**src/rtl/fifo_flag_gen.sv**
```systemverilog
// Synchronous FIFO that sources the registered full/almost-full/empty/almost-empty flags.
// Define FIFO_ERR_FLAGS_EN to build the sticky err_ovf/err_udf bits; otherwise both are tied low.
module fifo_flag_gen #(
    parameter int unsigned DATA_W = 6,
    parameter int unsigned ADDR_W = 2,
    parameter int unsigned AF_RST = 3,
    parameter int unsigned AE_RST = 1
) (
    input  logic              clk,
    input  logic              reset_L,
    input  logic              wr_en,
    input  logic [DATA_W-1:0] data_in,
    input  logic              rd_en,
    input  logic              thr_we,
    input  logic [ADDR_W:0]   af_thr,
    input  logic [ADDR_W:0]   ae_thr,
    output logic [DATA_W-1:0] data_out,
    output logic              valid_out,
    output logic              full,
    output logic              almost_full,
    output logic              empty,
    output logic              almost_empty,
    output logic              err_ovf,
    output logic              err_udf
);

    localparam int unsigned DEPTH = 1 << ADDR_W;
    localparam int unsigned CNT_W = ADDR_W + 1;
    localparam logic [ADDR_W:0] DEPTH_C = CNT_W'(DEPTH);

    logic [DATA_W-1:0] mem [DEPTH];
    logic [ADDR_W-1:0] wr_ptr;
    logic [ADDR_W-1:0] rd_ptr;
    logic [ADDR_W:0]   count;
    logic [ADDR_W:0]   count_n;
    logic [ADDR_W:0]   af_reg;
    logic [ADDR_W:0]   ae_reg;
    logic              wr_acc;
    logic              rd_acc;

    // A write into a full FIFO is still accepted when a read frees the slot on the same edge.
    always_comb begin
        rd_acc  = rd_en & ~empty;
        wr_acc  = wr_en & (~full | rd_acc);
        count_n = count;
        if (wr_acc && !rd_acc) begin
            count_n = count + CNT_W'(1);
        end else if (rd_acc && !wr_acc) begin
            count_n = count - CNT_W'(1);
        end
    end

    always_ff @(posedge clk) begin
        if (wr_acc) begin
            mem[wr_ptr] <= data_in;
        end
    end

    always_ff @(posedge clk or negedge reset_L) begin
        if (!reset_L) begin
            wr_ptr       <= '0;
            rd_ptr       <= '0;
            count        <= '0;
            data_out     <= '0;
            valid_out    <= 1'b0;
            full         <= 1'b0;
            almost_full  <= 1'b0;
            empty        <= 1'b1;
            almost_empty <= 1'b1;
            af_reg       <= CNT_W'(AF_RST);
            ae_reg       <= CNT_W'(AE_RST);
        end else begin
            if (wr_acc) begin
                wr_ptr <= wr_ptr + ADDR_W'(1);
            end
            if (rd_acc) begin
                rd_ptr   <= rd_ptr + ADDR_W'(1);
                data_out <= mem[rd_ptr];
            end
            valid_out    <= rd_acc;
            count        <= count_n;
            // Flags see the thresholds held before this edge; a load here applies from the next.
            full         <= (count_n == DEPTH_C);
            empty        <= (count_n == '0);
            almost_full  <= (count_n >= af_reg);
            almost_empty <= (count_n <= ae_reg);
            if (thr_we) begin
                af_reg <= af_thr;
                ae_reg <= ae_thr;
            end
        end
    end

`ifdef FIFO_ERR_FLAGS_EN
    always_ff @(posedge clk or negedge reset_L) begin
        if (!reset_L) begin
            err_ovf <= 1'b0;
            err_udf <= 1'b0;
        end else begin
            if (wr_en && !wr_acc) begin
                err_ovf <= 1'b1;
            end
            if (rd_en && !rd_acc) begin
                err_udf <= 1'b1;
            end
        end
    end
`else
    assign err_ovf = 1'b0;
    assign err_udf = 1'b0;
`endif

endmodule

```
**config.mk**
```make
export PLATFORM = sky130hd
export DESIGN_NAME = fifo_flag_gen
export DESIGN_NICKNAME = d
export VERILOG_FILES = /design/src/rtl/fifo_flag_gen.sv
export SDC_FILE = /design/constraint.sdc
export NUM_CORES = 1
export LEC_CHECK = 0
export ABC_AREA = 1
export BUFFER_PORTS_ARGS = -buffer_cell sky130_fd_sc_hd__buf_2
export CAP_MARGIN = 20
export CORE_MARGIN = 2
export CORE_UTILIZATION = 60
export DETAILED_ROUTE_END_ITERATION = 16
export MAX_ROUTING_LAYER = met4
export PLACE_DENSITY = 0.83
export SLEW_MARGIN = 30
export SYNTH_ARGS = -nofsm -noshare
export SYNTH_HDL_FRONTEND = slang
export SYNTH_SLANG_ARGS = --single-unit
export TNS_END_PERCENT = 1
```
**constraint.sdc**
```tcl
create_clock -name clk -period 5.3 [get_ports clk]
set_clock_uncertainty 0.15 [all_clocks]
set_input_delay 0.795 -clock clk [delete_from_list [all_inputs] [get_ports clk]]
set_output_delay 0.795 -clock clk [all_outputs]
set_load 0.01 [all_outputs]
```
== After elaboration in Yosys (flattened, before gate mapping) ==
Memories as Yosys holds them, arrays and structs flattened. A register that Yosys moved wholly into a read port is not among the register bits.
Cells that the tools add are included.
Word-level totals
  logic and storage cells: 33
  bits in writable memories: 24
  output and inout bits: 13
  bits in registers: 18
  memories kept: 1
Memories
  mem: words 4, width 6, rd ports 1, clocked after memory_dff 1, wr ports 1, line 31  | logic [DATA_W-1:0] mem [DEPTH];
Cells by class
  equality and inequality tests: 1
  magnitude comparators: 2
  add/subtract/negate cells: 4
  bitwise logic cells: 5
  reductions and logical operators: 6
  multiplexer cells: 4
Operators by type and width (count)
  two-way mux 3 bit: 2
  adder 2 x 1 -> 2 bit, second input constant: 2
  adder 3 x 1 -> 3 bit, second input constant: 1
  == test 3 bit, second input constant: 1
  greater-or-equal comparator 3 bit: 1
  less-or-equal comparator 3 bit: 1
  logical NOT 1 bit: 3
  logical NOT 3 bit: 1
  subtractor 3 x 1 -> 3 bit, second input constant: 1
  bitwise AND 1 bit: 2
  logical AND 1 bit: 2
  two-way mux 1 bit: 2
  NOT 1 bit: 2
  bitwise OR 1 bit: 1

== Logic depth before layout (Yosys ltp) ==
  depth after elaboration: 9
  depth in mapped cells: 11
  mapped depth without buffers: 11

== Worst setup path before layout ==
No wires, ideal clock.
  path kind: input to register
  from: in rd_en
  to: reg almost_full
  path slack: 3.132 ns
  buffers on the path: 0
  stages: 9
  data arrival time: 1.898 ns
  setup time: 0.120 ns
  required time: 5.030 ns
  cells stage by stage: nand2_2 nand3_2 nand2_1 xor2_2 ha_1 o21ai_0 nand3_1 nand2_1 a21oi_2
Between the ends
  word-level cells in the longest chain between the ends: 8
  elaborated cells on any way between the ends: 10
  those cells by class: order compare (1); mux (2); bitwise (3); reduce/logical (4)
RTL lines
  start: declaration: line 13  | input logic rd_en,
  bitwise AND 1 bit *: line 43  | rd_acc = rd_en & ~empty;
  bitwise OR 1 bit: line 44  | wr_acc = wr_en & (~full | rd_acc);
  bitwise AND 1 bit: line 44
  logical NOT 1 bit: line 48  | end else if (rd_acc && !wr_acc) begin
  logical AND 1 bit: line 48
  two-way mux 3 bit: line 48
  two-way mux 3 bit *: line 46  | if (wr_acc && !rd_acc) begin
  greater-or-equal comparator 3 bit *: line 85  | almost_full <= (count_n >= af_reg);
  end signal: assignment: line 85
  end: declaration: line 20  | output logic almost_full,
Mark *: on every way between the ends. The rest lies on a longest branch, timed or not.
A chain may end at the register's enable or synchronous reset.

== Worst setup path after layout ==
  from: reg empty
  to: reg almost_full
Between the ends
  word-level cells in the longest chain between the ends: 9
  elaborated cells on any way between the ends: 11
  those cells by class: order compare (1); mux (2); bitwise (4); reduce/logical (4)
RTL lines
  start: declaration: line 21  | output logic empty,
  start signal: assignment: line 84  | empty <= (count_n == '0);
  NOT 1 bit *: line 43
  bitwise AND 1 bit *: line 43
  bitwise OR 1 bit: line 44
  bitwise AND 1 bit: line 44
  logical NOT 1 bit: line 48
  logical AND 1 bit: line 48
  two-way mux 3 bit: line 48
  two-way mux 3 bit *: line 46
  greater-or-equal comparator 3 bit *: line 85
Marked as above.

==> impl_metrics.tcl <==
set metrics [dict create \
    status "complete, no violations" \
    p_int_uw 791.5 \
    die-area_um2 4051 \
    slew_violations 0 \
    timing.rr.end "almost_full" \
    synth_compound_area_share_pct 7.034 \
    netSwitchingFraction_pct 37.67 \
    min_path_type "input port to async pin" \
    postCtsSetupBuffers 0 \
    drt_iter0_drc 84 \
    timing_hold_violations_final 0 \
    grt_pass1_vias 1277 \
    cp_common_cell "nand2_1" \
    power.switching_uw 478.4 \
    vias 1398 \
    drt_pass1_iterations 4 \
    slowest_delay_ps 560 \
    synthArstFlopShare_pct 50.00 \
    avgRoutedWirePerCell_um 12.27 \
    final_cell_count_no_fill 279 \
    relSlewSlack_pct 61.48 \
    tns_ps 0 \
    final_nets 257 \
    ir_drop_v 0.0004092 \
    r2r_setup_slack_ps 3110 \
    diodes 0 \
    clkTransAtPathRegs_ps 130 \
    drc 0 \
    regMostFlops "mem" \
    ys_seq_elements 48 \
    ys_seq_area_share_pct 62.19 \
    grt_max_degree 25 \
    p_clk_share_pct 16.6 \
    io_pins 30 \
    grt_usage_pct 19.22 \
    synth_top_cell_area_share_pct 33.76 \
    synth_warnings 0 \
    synthToLayoutAreaGrowth_pct 10.96 \
    drt-total-wl_um 3424 \
    die_x_um 63.65 \
    synth-adder-area-share_pct 4.689 \
    die_h_um 63.65 \
    numCtsBuffers 5 \
    power_density_nw_per_um2 536.2 \
    startpoint "empty" \
    path_buf_inv 1 \
    viasPerCell 5.011 \
    clk_path_buf_depth 2 \
    synth_ff_type "edfxtp_1" \
    r2r-start "empty" \
    p_leak_nw 1.069 \
    layout_commonest_cell "nor2_1" \
    cap_viol_max_count 0 \
    worstPathArrival_ps 2300 \
    synth_top_family_by_area "simple AND/OR/NAND/NOR gates" \
    clk_latency_ps 360 \
    final_util_pct 69.88 \
    dp_cells 271 \
    top_regs "mem (24), data_out (6)" \
    syn_area_um2 2135 \
    synth_xor_area_share_pct 2.814 \
    synth_cell_types 27 \
    overflow 0 \
    worstSetupPathType "flop to flop" \
    drive_gt1_share_pct 21.46 \
    synth_area_leaders "edfxtp_1 (34%), dfrtp_1 (22%), nor2_1 (7.9%)" \
    final_cell_mix "nor2_1 (45), buf_2 (27), inv_1 (25)" \
    rows 21 \
    holdWs_ps 243.6 \
    root_buffer "clkbuf_4" \
    min_period_ps 2188 \
    synth.area.mux_share_pct 1.055 \
    fillers 249 \
    worstPathRequired_ps 5420 \
    post_cts_resized 0 \
    worstMarginPinSlew_ps 575.7 \
    postSynthAreaPerCell_um2 10.41 \
    antenna_found_initial 0 \
    p_comb_share_pct 37.7 \
    worst_setup_path_start_kind "flop" \
    yosys.area.top_type "edfxtp_1" \
    place_hpwl_um 2576 \
    crit_chain "inv_2 > nand2_2 > nand3_2 > nand2_1 > xor2_2 > ha_1 > o21ai_0 > nand3_1 > nand2_1 > a21oi_2" \
    port_buffers 27 \
    ant_nets 0 \
    cpLargestDelayFamily "flip-flops" \
    gp_congestion 0.8401 \
    power_frac_seq_pct 45.8 \
    grt_pass1_wl_um 5651 \
    synthSimpleGateAreaFrac_pct 15.47 \
    crit_path_top_delay_cell "dfstp_2" \
    crit_path_end_kind "flop" \
    rsz0062_at_grt "false" \
    h-tree-depth 2 \
    largest_reg_flops 24 \
    ctsHoldBuffers 0 \
    syn_inst 205 \
    cts_tree "built" \
    finalSetupViolCount 0 \
    initial_core_util_pct 62.98 \
    finalCritPeriodShare_pct 41.28 \
    rr_worst_depth 10 \
    cts.sinks 48 \
    synth_edf_count 24 \
    coreArea_um2 3390 \
    crit_fanout 8 \
    timing.fmax_mhz 457.1 \
    p_total_mw 1.270 \
]
[final cells by class]
type	instances	area (um^2)	area share (%)
Clock buffer	5	37.54	1.585
Timing Repair Buffer	27	135.1	5.705
Multi-Input combinational cell	124	670.6	28.31
Tap cell	46	57.56	2.430
Inverter	26	97.59	4.120
Clock inverter	3	42.54	1.796
Sequential cell	48	1328	56.05
[layer usage]
layer | global-route usage, % | wire length [um] | up-vias
met1 | 23.46 | 1557 | 650
met2 | 31.05 | 1674 | 27
met5 | - | 0 | -
met3 | 4.821 | 139 | 5
met4 | 7.337 | 53 | 0
li1 | - | - | 716
[cell families (layout without fill, tap and decap cells)]
kind of cell | Yosys count | count (layout)
flip-flops | 48 | 48
other | 1 | 2
multiplexers | 2 | 2
adder cells (fa/ha/maj) | 8 | 8
buffers and inverters | 34 | 61
AND/OR/NAND/NOR | 79 | 79
XOR/XNOR | 6 | 6
AO/OA/AOI/OAI | 27 | 27
[synthesized netlist by cell type, types with 2 or more instances]
library cell,n
nand2_2,2
clkbuf_1,2
nand2_1,19
edfxtp_1,24
xor2_1,3
buf_2,3
inv_1,25
mux2_2,2
dfrtp_1,19
buf_4,2
nand3_2,2
dfstp_2,5
nand3_1,9
a31oi_1,6
nor2_1,45
xnor2_1,2
o21ai_0,18
ha_1,8
[power by group through the flow]
stage	clock network (mW)	registers (mW)	logic [mW]
floorplan	0	0.577	0.362
global placement	0	0.587	0.459
detailed placement	0	0.591	0.480
CTS	0.214	0.582	0.483
global route	0.230	0.596	0.550
finish	0.210	0.581	0.478
[worst max path at each step]
stage / to / slack (ps) / depth (start not counted)
2_1_floorplan: almost_full / 3130 / 9
3_3_place_gp: mem[1][5] / 2800 / 5
3_5_place_dp: mem[2][5] / 2760 / 5
4_1_cts: almost_full / 3120 / 10
5_1_grt: almost_full / 2950 / 10
6_report: almost_full / 3110 / 10
[through the flow]
stage,worst slack (ps),area (um^2)
floorplan,3132,2138
global placement,2800,2288
detailed placement,2759,2288
CTS,3116,2369
global route,2947,2369
finish,3112,2369
Power figures use the tool's default switching activity.
